===== config.mk =====
export PLATFORM = sky130hd
export DESIGN_NAME = decim_chain_scheduler
export DESIGN_NICKNAME = d
export VERILOG_FILES = /design/src/rtl/decim_sched_pkg.sv /design/src/rtl/decim_sched_arb.sv /design/src/rtl/decim_chain_scheduler.sv
export SDC_FILE = /design/constraint.sdc
export NUM_CORES = 1
export LEC_CHECK = 0
export CAP_MARGIN = 20
export CORE_UTILIZATION = 50
export CTS_CLUSTER_SIZE = 30
export DETAILED_ROUTE_END_ITERATION = 16
export PLACE_DENSITY_LB_ADDON = 0.08
export SLEW_MARGIN = 20
export SYNTH_ARGS = -nofsm -noshare
export SYNTH_HDL_FRONTEND = slang
export SYNTH_SLANG_ARGS = --single-unit
export TNS_END_PERCENT = 50

===== constraint.sdc =====
create_clock -name clk -period 4.9 [get_ports clk]
set_input_delay 0.49 -clock clk [delete_from_list [all_inputs] [get_ports clk]]
set_output_delay 0.49 -clock clk [all_outputs]
set_load 0.05 [all_outputs]

===== src/rtl/decim_sched_pkg.sv =====
// Shared types and defaults for the decimation-chain scheduler.
// The FSM state enum, default sizing constants and the stage-index
// width helper live here so the arbiter and the top agree on widths.
package decim_sched_pkg;

   typedef enum logic [1:0] {
      S_IDLE,
      S_ISSUE,
      S_WAIT,
      S_RETIRE
   } sched_state_t;

   localparam int DEF_NUM_STAGES  = 4;
   localparam int DEF_DECIM       = 4;
   localparam int DEF_DATA_W      = 8;
   localparam int DEF_ENG_TIMEOUT = 64;

   // Width of an index into n items, never narrower than one bit
   function automatic int stage_idx_w(input int n);
      return (n > 1) ? $clog2(n) : 1;
   endfunction

endpackage


===== src/rtl/decim_sched_arb.sv =====
// Highest-index-first priority encoder over the per-stage pending flags.
// Favouring the deepest stage drains the chain before admitting new
// input, which keeps the shallow slots from backing up behind it.
module decim_sched_arb
   import decim_sched_pkg::*;
#(
   parameter  int NUM_STAGES = DEF_NUM_STAGES,
   localparam int SW         = stage_idx_w(NUM_STAGES)
) (
   input  logic [NUM_STAGES-1:0] pend_v,
   output logic [SW-1:0]         grant,
   output logic                  any_valid
);

   // Ascending scan so the last (highest) valid index wins
   always_comb begin
      grant     = '0;
      any_valid = 1'b0;
      for (int i = 0; i < NUM_STAGES; i++) begin
         if (pend_v[i]) begin
            grant     = SW'(i);
            any_valid = 1'b1;
         end
      end
   end

endmodule


===== src/rtl/decim_chain_scheduler.sv =====
// Time-multiplexes one shared FIR/decimate MAC engine across a cascade of
// decimation stages. Each stage owns a one-entry pending slot and a
// decimation phase; the FSM grants the engine one job at a time and routes
// compute results to the next stage's slot or to the audio output.
// Optional feature macro: SCHED_OVERRUN_CNT_EN adds per-stage 8-bit
// saturating drop counters on the overrun_cnt port.
module decim_chain_scheduler
   import decim_sched_pkg::*;
#(
   parameter  int NUM_STAGES  = DEF_NUM_STAGES,
   parameter  int DECIM       = DEF_DECIM,
   parameter  int DATA_W      = DEF_DATA_W,
   parameter  int ENG_TIMEOUT = DEF_ENG_TIMEOUT,
   localparam int SW          = stage_idx_w(NUM_STAGES)
) (
   input  logic                     clk,
   input  logic                     rst_n,
   input  logic                     en,
   input  logic                     in_valid,
   input  logic signed [DATA_W-1:0] in_data,
   output logic                     eng_start,
   output logic [SW-1:0]            eng_stage,
   output logic signed [DATA_W-1:0] eng_sample,
   output logic                     eng_compute,
   input  logic                     eng_done,
   input  logic signed [DATA_W-1:0] eng_result,
   output logic                     out_valid,
   output logic signed [DATA_W-1:0] out_data,
   output logic [NUM_STAGES-1:0]    overrun,
   output logic                     timeout_err,
   input  logic                     clr_err,
   output logic                     busy
`ifdef SCHED_OVERRUN_CNT_EN
   ,
   output logic [NUM_STAGES*8-1:0]  overrun_cnt
`endif
);

   localparam int PW   = stage_idx_w(DECIM);
   localparam int TW   = $clog2(ENG_TIMEOUT + 1);
   localparam int LAST = NUM_STAGES - 1;

   sched_state_t              state;
   logic [NUM_STAGES-1:0]     pend_v;
   logic signed [DATA_W-1:0]  pend_d [NUM_STAGES];
   logic [PW-1:0]             phase  [NUM_STAGES];
   logic [TW-1:0]             tmr;
   logic signed [DATA_W-1:0]  res_q;

   logic [SW-1:0]             grant;
   logic                      any_valid;
   logic                      grant_go;
   logic                      retire_fill;
   logic                      timeout_hit;
   logic signed [DATA_W-1:0]  sel_d;
   logic                      sel_comp;
   logic [NUM_STAGES-1:0]     take;
   logic [NUM_STAGES-1:0]     fill_v;
   logic [NUM_STAGES-1:0]     drop;
   logic signed [DATA_W-1:0]  fill_d [NUM_STAGES];

   decim_sched_arb #(
      .NUM_STAGES (NUM_STAGES)
   ) u_arb (
      .pend_v    (pend_v),
      .grant     (grant),
      .any_valid (any_valid)
   );

   assign busy = (state != S_IDLE);

   // Grant selection, slot fill/consume decode and drop detection
   always_comb begin
      grant_go    = (state == S_IDLE) && en && any_valid;
      retire_fill = (state == S_RETIRE) && eng_compute && (eng_stage != SW'(LAST));
      timeout_hit = (state == S_WAIT) && !eng_done && (tmr >= TW'(ENG_TIMEOUT - 1));
      sel_d       = '0;
      sel_comp    = 1'b0;
      for (int s = 0; s < NUM_STAGES; s++) begin
         take[s]   = grant_go && (grant == SW'(s));
         fill_v[s] = 1'b0;
         fill_d[s] = '0;
         if (grant == SW'(s)) begin
            sel_d    = pend_d[s];
            sel_comp = (phase[s] == PW'(DECIM - 1));
         end
      end
      fill_v[0] = in_valid;
      fill_d[0] = in_data;
      for (int s = 1; s < NUM_STAGES; s++) begin
         if (retire_fill && (eng_stage == SW'(s - 1))) begin
            fill_v[s] = 1'b1;
            fill_d[s] = res_q;
         end
      end
      drop = fill_v & pend_v & ~take;
   end

   // Pending slots: a fill wins if the slot is empty or consumed this cycle
   always_ff @(posedge clk or negedge rst_n) begin
      if (!rst_n) begin
         pend_v <= '0;
         for (int s = 0; s < NUM_STAGES; s++) pend_d[s] <= '0;
      end else begin
         for (int s = 0; s < NUM_STAGES; s++) begin
            if (fill_v[s] && (!pend_v[s] || take[s])) begin
               pend_v[s] <= 1'b1;
               pend_d[s] <= fill_d[s];
            end else if (take[s]) begin
               pend_v[s] <= 1'b0;
            end
         end
      end
   end

   // Decimation phase advances only when a job retires normally
   always_ff @(posedge clk or negedge rst_n) begin
      if (!rst_n) begin
         for (int s = 0; s < NUM_STAGES; s++) phase[s] <= '0;
      end else begin
         for (int s = 0; s < NUM_STAGES; s++) begin
            if ((state == S_RETIRE) && (eng_stage == SW'(s))) begin
               phase[s] <= (phase[s] == PW'(DECIM - 1)) ? '0 : phase[s] + 1'b1;
            end
         end
      end
   end

   // Job FSM: grant, launch, wait with timeout, retire; outputs registered
   always_ff @(posedge clk or negedge rst_n) begin
      if (!rst_n) begin
         state       <= S_IDLE;
         eng_start   <= 1'b0;
         eng_stage   <= '0;
         eng_sample  <= '0;
         eng_compute <= 1'b0;
         tmr         <= '0;
         res_q       <= '0;
         out_valid   <= 1'b0;
         out_data    <= '0;
         timeout_err <= 1'b0;
      end else begin
         eng_start <= 1'b0;
         out_valid <= 1'b0;
         case (state)
            S_IDLE: begin
               if (grant_go) begin
                  eng_stage   <= grant;
                  eng_sample  <= sel_d;
                  eng_compute <= sel_comp;
                  eng_start   <= 1'b1;
                  state       <= S_ISSUE;
               end
            end
            S_ISSUE: begin
               tmr   <= TW'(1);
               state <= S_WAIT;
            end
            S_WAIT: begin
               if (eng_done) begin
                  res_q <= eng_result;
                  state <= S_RETIRE;
                  if (eng_compute && (eng_stage == SW'(LAST))) begin
                     out_valid <= 1'b1;
                     out_data  <= eng_result;
                  end
               end else if (timeout_hit) begin
                  state <= S_IDLE;
               end else begin
                  tmr <= tmr + 1'b1;
               end
            end
            S_RETIRE: begin
               state <= S_IDLE;
            end
            default: begin
               state <= S_IDLE;
            end
         endcase
         if (clr_err) timeout_err <= 1'b0;
         else if (timeout_hit) timeout_err <= 1'b1;
      end
   end

   // Sticky per-stage drop flags; a clear beats a same-cycle drop
   always_ff @(posedge clk or negedge rst_n) begin
      if (!rst_n) overrun <= '0;
      else if (clr_err) overrun <= '0;
      else overrun <= overrun | drop;
   end

`ifdef SCHED_OVERRUN_CNT_EN
   // Per-stage saturating drop counters, stage 0 in the low byte
   always_ff @(posedge clk or negedge rst_n) begin
      if (!rst_n) begin
         overrun_cnt <= '0;
      end else if (clr_err) begin
         overrun_cnt <= '0;
      end else begin
         for (int s = 0; s < NUM_STAGES; s++) begin
            if (drop[s] && (overrun_cnt[s*8 +: 8] != 8'hFF)) begin
               overrun_cnt[s*8 +: 8] <= overrun_cnt[s*8 +: 8] + 8'd1;
            end
         end
      end
   end
`endif

endmodule


==> metrics.md, run 1 <==
| Metric | Value |
|---|---|
| Final Cycle Share | `0.5065` |
| Pwr Density | `569.1 nW/um^2` |
| Clk network pwr share | `0.226` |
| Average wire per standard cell | `16.29 um` |
| Setup TNS | `0 ns` |
| Synth Cell Area | `3849 um^2` |
| Max-slew headroom | `0.3248` |
| CTS buffer count | `9` |
| Status | `completed` |
| Hold Crit Class | `in -> async` |
| Worst-path fanout max | `14` |
| Grt ovf | `0` |
| Syn_nets | `338` |
| Critical path launch point | `state[1]` |
| Num ports | `49` |
| Standard-cell rows | `31` |
| EDFF count, synth | `0` |
| Most frequent cells in the layout | `dfrtp_1, mux2_2, clkdlybuf4s50_1` |
| Post-CTS sizing | `0` |
| Residual DRC count | `0` |
| # fillers | `581` |
| Area growth syn-to-layout | `20.32%` |
| Netlist cell types | `44` |
| First-pass GRT wire length | `12.63 mm` |
| Core Area | `7331 um^2` |
| WP data arrival | `2.73 ns` |
| Post-CTS setup buffers | `0` |
| Worst vdd ir | `0.0002383 V` |
| Drt pass-1 iters | `4` |
| Net count, final | `384` |
| Drt first-iter violations | `131` |
| Mean Syn Cell Area | `12.38 um^2` |
| Critical path capture point type | `flip-flop` |
| Routability Congestion | `0.7979` |
| CTS sink count | `87` |
| Data required, critical path | `5.15 ns` |
| Sw Share | `0.3589` |
| Worst Tran Pin Value | `1.013 ns` |
| Final Max Tran Viols | `0` |
| Total number of vias | `2514` |
| Logic pwr share | `0.333` |
| Initial antenna violation count | `0` |
| Post-synth top flop | `dfrtp_1` |
| # diodes | `0` |
| # Max-Cap Violations | `0` |
| Most common cell after layout, fill and taps aside | `dfrtp_1` |
| Sequential cell area fraction in the yosys report | `0.5657` |
| Post-synthesis cell count | `311` |
| FF-to-FF setup slack | `2.42 ns` |
| Final Critical Period | `2.482 ns` |
| Final Setup Violations | `0` |
| Vias/cell | `5.453` |
| Final Hold Vio Count | `0` |
| R2R depth | `4` |
| RSZ-0062 raised after global routing | `no` |
| DP HPWL | `4.864 mm` |
| Vias in the first global route | `2516` |
| Ys async rst share | `1.000` |
| Sequential fraction of design power | `0.441` |
| CTS tree | `built` |
| Pleak | `2.049 nW` |
| Pint | `1.690 mW` |
| Post-CTS Hold Fix Bufs | `0` |
| Htree depth | `3` |
| Share of post-route cells with drive strength above 1 | `0.2265` |
| Die Ht | `89.74 um` |
| Fmax achieved | `402.9 MHz` |
| R2R Path Start | `state[1]` |
| Skew-Pair Late Insertion Delay | `0.36 ns` |
| Largest net degree at the start of global routing | `58` |
| P_sw | `0.9457 mW` |
| Root Driver | `clkbuf_8` |
| PortBufs | `48` |
| Die Width | `89.74 um` |
| Clock skew | `0.007687 ns` |
| Remaining antenna violation count | `0` |
| Worst setup path class | `reg -> reg` |
| Die area | `8052 um^2` |
| Initial core utilization | `0.5250` |
| Routed WL | `7.511 mm` |
| GRT Resource Usage Total | `0.2046` |
| Reg clk slew, reported paths | `0.08 ns` |
| Yosys reg bits | `87` |
| Yosys warns | `0` |
| Clk buf depth | `2` |
| Critical path startpoint category | `flip-flop` |
| Fin util | `0.6317` |
per-stage QoR:
| step | power, mW | setup slack, ns | std cells | area [um^2] | hold WS [ns] |
|---|---|---|---|---|---|
| final | 2.635 | 2.418 | 461 | 4631 | 0.05170 |
| after detailed placement | 2.062 | 2.379 | 445 | 4393 | 0.4482 |
| after global routing | 2.799 | 2.223 | 461 | 4631 | 0.07491 |
| after global placement | 2.031 | 2.417 | 445 | 4393 | 0.4441 |
| after CTS | 2.658 | 2.414 | 461 | 4631 | 0.05774 |
| after floorplan | 1.793 | 2.869 | 311 | 3849 | 0.1944 |
cells in the mapped netlist (2+ instances only):
master,n,area [um^2]
o22ai_1,3,18.77
nand3_1,6,30.03
a21o_1,4,30.03
a31oi_1,2,12.51
o21a_1,2,15.01
ha_1,5,62.56
nand2_1,32,120.1
clkbuf_1,7,26.28
o21ai_0,25,125.1
nor3_1,2,10.01
and2_1,3,18.77
mux2_2,54,608.1
nand2_2,2,12.51
buf_2,4,20.02
mux2i_1,18,180.2
dfrtp_1,87,2177
nand2b_1,4,25.02
nor2_1,12,45.04
inv_1,5,18.77
or2_2,3,18.77
a21oi_1,4,20.02
nand4_1,4,25.02
buf_1,2,7.510
final timing paths:
kind | to
max reg2reg | out_data[1]
max in group asynchronous | pend_d[23]
max | out_data[1]
min reg2reg | eng_sample[2]
min in group clk | eng_sample[2]
min | state[1]
per-layer routing:
metal,track usage,vias up,wire length (um)
met1,0.2596,1256,3397
met3,0.02961,10,252
met2,0.3449,55,3753
met4,0.09836,0,107
li1,-,1193,-
met5,0,-,0
cell type report:
class | instances | area [um^2] | area share
multi-input cells | 205 | 1588 | 0.3429
clock buffers | 11 | 131.4 | 0.02837
well taps | 99 | 123.9 | 0.02675
repair buffers | 49 | 485.5 | 0.1048
clock inverters | 5 | 106.4 | 0.02297
flip-flops and latches | 87 | 2177 | 0.4701
inverters | 5 | 18.77 | 0.004053
critical path, cell delays in order, from the launching register on:
cell and delay, ns:
dfrtp_1 0.58, nor2b_1 0.51, nand2_2 0.33, nor2_2 0.55, mux2_2 0.40
power by group through the flow:
stage	registers (mW)	clock network (mW)	logic, mW
floorplan	1.26	0	0.536
global placement	1.17	0	0.864
detailed placement	1.18	0	0.887
CTS	1.16	0.606	0.889
global route	1.20	0.633	0.964
finish	1.16	0.595	0.878
cell families after synthesis:
group,share of synthesized area
flops,0.5657
mux,0.2048
fa+ha+maj,0.01625
buf+inv,0.02178
compound gates,0.09071
simple gates,0.1008
state kept, by name (all words and copies together), names as in the netlist:
register	flops
eng_sample	8
pend_d	32
timeout_err	1
eng_start	1
out_valid	1
overrun	4
eng_stage	2
pend_v	4
eng_compute	1
res_q	8
out_data	8
tmr	7
state	2
phase	8
Power figures use the tool's default switching activity.
==> inputs of run 2 (changes only) <==
==> constraint.sdc (replaced) <==
create_clock -name clk -period 2.1 [get_ports clk]
set_input_delay 0.21 -clock clk [delete_from_list [all_inputs] [get_ports clk]]
set_output_delay 0.21 -clock clk [all_outputs]
set_load 0.05 [all_outputs]
==> metrics.md, run 2 (synthesis gave the netlist of run 1 again) <==
| Metric | Value |
|---|---|
| First-pass GRT wire length | `12.85 mm (+1.7%)` |
| Pwr Density | `1294 nW/um^2 (+130%)` |
| Pleak | `2.133 nW (+4.1%)` |
| Critical path capture point type | `output pin` |
| Remaining antenna violation count | `0 (unchanged)` |
| Vias in the first global route | `2622 (+4.2%)` |
| Final Cycle Share | `0.8896` |
| Hold slack | `0.4212 ns (+0.3695 ns)` |
| Drt pass-1 iters | `4 (unchanged)` |
| Core Area | `7331 um^2 (unchanged)` |
| Data required, critical path | `1.89 ns (-3.26 ns)` |
| PortBufs | `48 (unchanged)` |
| Routability Congestion | `0.7683 (-3.7%)` |
| Routed WL | `7.585 mm (+0.99%)` |
| Die Width | `89.74 um (unchanged)` |
| Total number of vias | `2560 (+1.8%)` |
| Final Critical Period | `1.868 ns` |
| Grt ovf | `0 (unchanged)` |
| Worst-path fanout max | `9 (-5)` |
| Placed cells | `461 (+3.6%)` |
| Clk buf depth | `2 (unchanged)` |
| R2R depth | `5 (+1)` |
| Worst path cell trace | `buf_4 > clkdlybuf4s50_1` |
| Fmax achieved | `535.3 MHz` |
| CP max stage delay | `0.80 ns (+0.22 ns)` |
| Worst Tran Pin Value | `0.5629 ns (-0.4499 ns)` |
| # fillers | `591 (+1.7%)` |
| Met1 WL | `3.517 mm (+3.5%)` |
| Most common cell after layout, fill and taps aside | `dfrtp_1` |
| Setup crit end | `eng_stage[0]` |
| Critical path launch point | `eng_stage[0]` |
| Reg clk slew, reported paths | `0.09 ns (about the same)` |
| CTS buffer count | `9 (unchanged)` |
| # Max-Cap Violations | `0 (unchanged)` |
| Initial antenna violation count | `0 (unchanged)` |
| Htree depth | `3 (unchanged)` |
| Worst vdd ir | `0.0005875 V (+150%)` |
| Largest net degree at the start of global routing | `88 (+52%)` |
| Area growth syn-to-layout | `23.86%` |
| Root Driver | `clkbuf_8` |
| Max reg flops | `32 (unchanged)` |
| RSZ-0062 raised after global routing | `no` |
| GRT Resource Usage Total | `0.2079 (+0.003371)` |
| Standard-cell rows | `31 (unchanged)` |
| Worst r2r dst | `pend_d[29]` |
| Die Ht | `89.74 um (unchanged)` |
| CP max-delay cell | `clkdlybuf4s50_1` |
| Post-CTS setup buffers | `0 (unchanged)` |
| CTS tree | `built` |
| WP data arrival | `1.66 ns (-1.07 ns)` |
| Final Setup Violations | `0 (unchanged)` |
| FF-to-FF setup slack | `0.28 ns (-2.14 ns)` |
| CTS sink count | `87 (unchanged)` |
| Die area | `8052 um^2 (unchanged)` |
| Share of post-route cells with drive strength above 1 | `0.2612 (+0.03469)` |
| Setup TNS | `0 ns (unchanged)` |
| # diodes | `0 (unchanged)` |
| Final Max Tran Viols | `0 (unchanged)` |
| Drt first-iter violations | `74 (-44%)` |
| DP HPWL | `5.167 mm (+6.2%)` |
| Top reg by flops | `pend_d` |
| Clock skew | `0.01155 ns (+0.003860 ns)` |
| Max-slew headroom | `0.6247 (+0.2999)` |
| Hold Crit Class | `in -> async` |
| R2R Path Start | `state[0]` |
| Final Hold Vio Count | `0 (unchanged)` |
| Residual DRC count | `0 (unchanged)` |
| Net count, final | `401 (+4.4%)` |
| Critical path startpoint category | `flip-flop` |
| Average wire per standard cell | `15.87 um (-2.6%)` |
| Worst setup path class | `reg -> out` |
| Vias/cell | `5.356 (-1.8%)` |
| Num ports | `49 (unchanged)` |
| Max layer used | `met4` |
| Skew-Pair Late Insertion Delay | `0.36 ns (about the same)` |
| Most frequent cells in the layout | `dfrtp_1, mux2_2, clkdlybuf4s50_1` |
| Initial core utilization | `0.5250 (unchanged)` |
| Status | `completed` |
| Non-filler cells in the finished layout | `478 (+3.7%)` |
| Detailed route wirelength on metal3 | `243 um (-3.6%)` |
| Wire length on met2 | `3.644 mm (-2.9%)` |
[run 2: routing by layer]
metal	vias up	GRT usage
met1	1274	0.2676
met5	-	0
li1	1230	-
met3	13	0.04992
met2	43	0.3308
met4	0	0.1011
[run 2: how the worst min path moves through the flow]
stage / slack (ns) / startpoint / depth (start not counted) / end
after floorplan: -0.09 / rst_n / 0 / eng_compute
after detailed placement: 0.28 / rst_n / 2 / tmr[2]
after CTS: 0.43 / rst_n / 3 / eng_sample[1]
final: 0.42 / rst_n / 3 / tmr[2]
after global placement: 0.28 / rst_n / 2 / tmr[2]
after global routing: 0.45 / rst_n / 3 / tmr[2]
[run 2: final cells by class]
type,count,area (um^2),area share
sequential,87,2177,0.4567
multi-input combinational,205,1588,0.3331
timing repair buffer,66,639.4,0.1341
clock buffer,10,127.6,0.02677
tap,99,123.9,0.02598
clock inverter,6,92.59,0.01942
inverter,5,18.77,0.003937
[run 2: where the power goes]
part,switching [mW],leakage (nW),internal (mW),total (mW)
registers,0.404,1.14,2.21,2.62
clock network,0.611,0.104,0.679,1.29
logic,1.23,0.894,1.03,2.26
[run 2: timing repair]
item	4_1_cts	5_1_grt
endpoints found under the hold margin	87	0
hold buffers	1	0
gates resized for setup	1	0
setup endpoints to repair	1	0
[run 2: worst max-delay path: cells and delay by family, from the launching register on]
family                 cells  cell delay (ns)
DFF                        1             0.35
buffers and inverters      2             0.95
[run 2: metrics by stage]
step / util / setup WS (ns) / power (mW) / instance area (um^2)
2_1_floorplan: - / 0.06861 / 4.183 / 3849
3_3_place_gp: 0.6190 / 0.01952 / 4.850 / 4538
3_5_place_dp: 0.6190 / 0.02096 / 4.932 / 4538
4_1_cts: 0.6503 / 0.2114 / 6.230 / 4767
5_1_grt: 0.6503 / 0.1627 / 6.553 / 4767
6_report: 0.6503 / 0.2319 / 6.166 / 4767
==> inputs of run 3 (changes only) <==
==> constraint.sdc (replaced) <==
create_clock -name clk -period 1.95 [get_ports clk]
set_input_delay 0.195 -clock clk [delete_from_list [all_inputs] [get_ports clk]]
set_output_delay 0.195 -clock clk [all_outputs]
set_load 0.05 [all_outputs]
==> metrics.md, run 3 (synthesis gave the netlist of run 1 again) <==
| Metric | Value |
|---|---|
| Final Critical Period | `1.870 ns` |
| Total power | `6.677 mW (+8.3%)` |
| Most common cell after layout, fill and taps aside | `dfrtp_1` |
| Drt pass-1 iters | `4 (unchanged)` |
| Non-filler cells in the finished layout | `480 (+0.42%)` |
| Max reg flops | `32 (unchanged)` |
| CTS sink count | `87 (unchanged)` |
| Grt ovf | `0 (unchanged)` |
| Routability Congestion | `0.8255 (+7.4%)` |
| Skew-Pair Late Insertion Delay | `0.35 ns (about the same)` |
| Residual DRC count | `0 (unchanged)` |
| Placed Area | `4567 um^2 (+0.63%)` |
| Setup ws final | `0.08018 ns (-0.1517 ns)` |
| Fmax achieved | `534.8 MHz` |
| Final Max Tran Viols | `0 (unchanged)` |
| Standard-cell rows | `31 (unchanged)` |
| Critical path startpoint category | `flip-flop` |
| Clk buf depth | `2 (unchanged)` |
| Final Hold Vio Count | `0 (unchanged)` |
| Reg clk slew, reported paths | `0.08 ns (about the same)` |
| Clk network pwr share | `0.213 (+0.004)` |
| Critical path launch point | `eng_stage[0]` |
| R2R Path Start | `state[0]` |
| Share of post-route cells with drive strength above 1 | `0.2703 (+0.009127)` |
| Final Cycle Share | `0.9589` |
| Critical path capture point type | `output pin` |
| Worst Tran Pin Value | `0.6134 ns (+0.05050 ns)` |
| Worst vdd ir | `0.0006422 V (+9.3%)` |
| Clock skew | `0.01390 ns (+0.002349 ns)` |
| Num ports | `49 (unchanged)` |
| Total number of vias | `2548 (-0.47%)` |
| P_sw | `2.377 mW (+6.1%)` |
| Core Area | `7331 um^2 (unchanged)` |
| Die Width | `89.74 um (unchanged)` |
| Post-CTS setup buffers | `0 (unchanged)` |
| Vias/cell | `5.308 (-0.88%)` |
| Remaining antenna violation count | `0 (unchanged)` |
| Routed WL | `7.522 mm (-0.83%)` |
| Hold Crit Class | `in -> async` |
| Status | `completed` |
| Die area | `8052 um^2 (unchanged)` |
| # diodes | `0 (unchanged)` |
| Sequential fraction of design power | `0.421 (-0.004)` |
| First-pass GRT wire length | `12.55 mm (-2.4%)` |
| RSZ-0062 raised after global routing | `no` |
| Initial antenna violation count | `0 (unchanged)` |
| Worst setup path class | `reg -> out` |
| CTS tree | `built` |
| Root Driver | `clkbuf_8` |
| Pre-CTS setup slack | `-0.1408 ns (-0.1617 ns)` |
| Logic pwr share | `0.366 (about the same)` |
| Pint | `4.300 mW (+9.5%)` |
| Placed cells | `463 (+0.43%)` |
| WP data arrival | `1.67 ns (about the same)` |
| Die Ht | `89.74 um (unchanged)` |
| GRT Resource Usage Total | `0.2021 (-0.005775)` |
| Max-slew headroom | `0.5910 (-0.03367)` |
| Sw Share | `0.3560 (-0.007410)` |
| Most frequent cells in the layout | `dfrtp_1, mux2_2, clkdlybuf4s50_1` |
| Area growth syn-to-layout | `24.93%` |
| # Max-Cap Violations | `0 (unchanged)` |
| Drt first-iter violations | `136 (+84%)` |
| Net count, final | `403 (+0.50%)` |
| DP HPWL | `5.183 mm (+0.31%)` |
| Worst-path fanout max | `9 (unchanged)` |
| Htree depth | `3 (unchanged)` |
| PortBufs | `48 (unchanged)` |
| CTS buffer count | `9 (unchanged)` |
| Pwr Density | `1389 nW/um^2 (+7.4%)` |
| Initial core utilization | `0.5250 (unchanged)` |
| Pleak | `2.162 nW (+1.3%)` |
| Final instance area | `4808 um^2 (+0.87%)` |
| Data required, critical path | `1.75 ns (-0.14 ns)` |
| Setup TNS | `0 ns (unchanged)` |
| Largest net degree at the start of global routing | `55 (-38%)` |
| Average wire per standard cell | `15.67 um (-1.2%)` |
| Final Setup Violations | `0 (unchanged)` |
| Vias in the first global route | `2512 (-4.2%)` |
| R2R depth | `5 (unchanged)` |
| Top reg by flops | `pend_d` |
==> run 3: final timing paths <==
check	slack, ns	endpoint
setup / recovery	0.08	eng_stage[0]
hold / removal	0.33	tmr[2]
setup reg to reg	0.13	pend_d[30]
hold reg to reg	0.49	eng_sample[4]
max in group asynchronous	1.00	pend_d[22]
min in group clk	0.47	res_q[2]
==> run 3: metrics by stage <==
stage | util | hold WS, ns
after floorplan | - | -0.1006
after CTS | 0.6556 | 0.3291
after global placement | 0.6230 | 0.1767
after global routing | 0.6559 | 0.3666
final | 0.6559 | 0.3315
after detailed placement | 0.6230 | 0.1771
==> run 3: layout make-up <==
class	instances	area, um^2
fill	585	2522
sequential	87	2178
multi-input combinational	205	1590
timing repair buffer	68	666.9
clock buffer	11	151.4
tap	99	123.9
clock inverter	5	78.83
inverter	5	18.77
==> run 3: metal layers <==
layer | global-route usage | share of wire | vias to the layer above
met5 | 0 | 0 | -
met4 | 0.08607 | 0.015 | 0
met3 | 0.03384 | 0.032 | 11
met2 | 0.3218 | 0.48 | 52
met1 | 0.2750 | 0.47 | 1254
li1 | - | - | 1231
==> run 3: worst max-delay path: stages (launching register included) <==
cell and delay (ns):
dfrtp_2 0.36, buf_4 0.16, clkdlybuf4s50_1 0.81
==> run 3: repair_timing <==
item | 4_1_cts | 5_1_grt
hold buffers | 1 | 0
resized for setup | 1 | 1
endpoints found under the hold margin | 33 | 0
endpoints found under the setup margin | 1 | 1
==> run 3: power by group through the flow <==
stage | sequential, mW | clock [mW] | combinational [mW]
floorplan | 3.16 | 0 | 1.35
global placement | 2.82 | 0 | 2.41
detailed placement | 2.85 | 0 | 2.47
CTS | 2.82 | 1.44 | 2.47
global route | 2.91 | 1.52 | 2.65
finish | 2.81 | 1.42 | 2.44
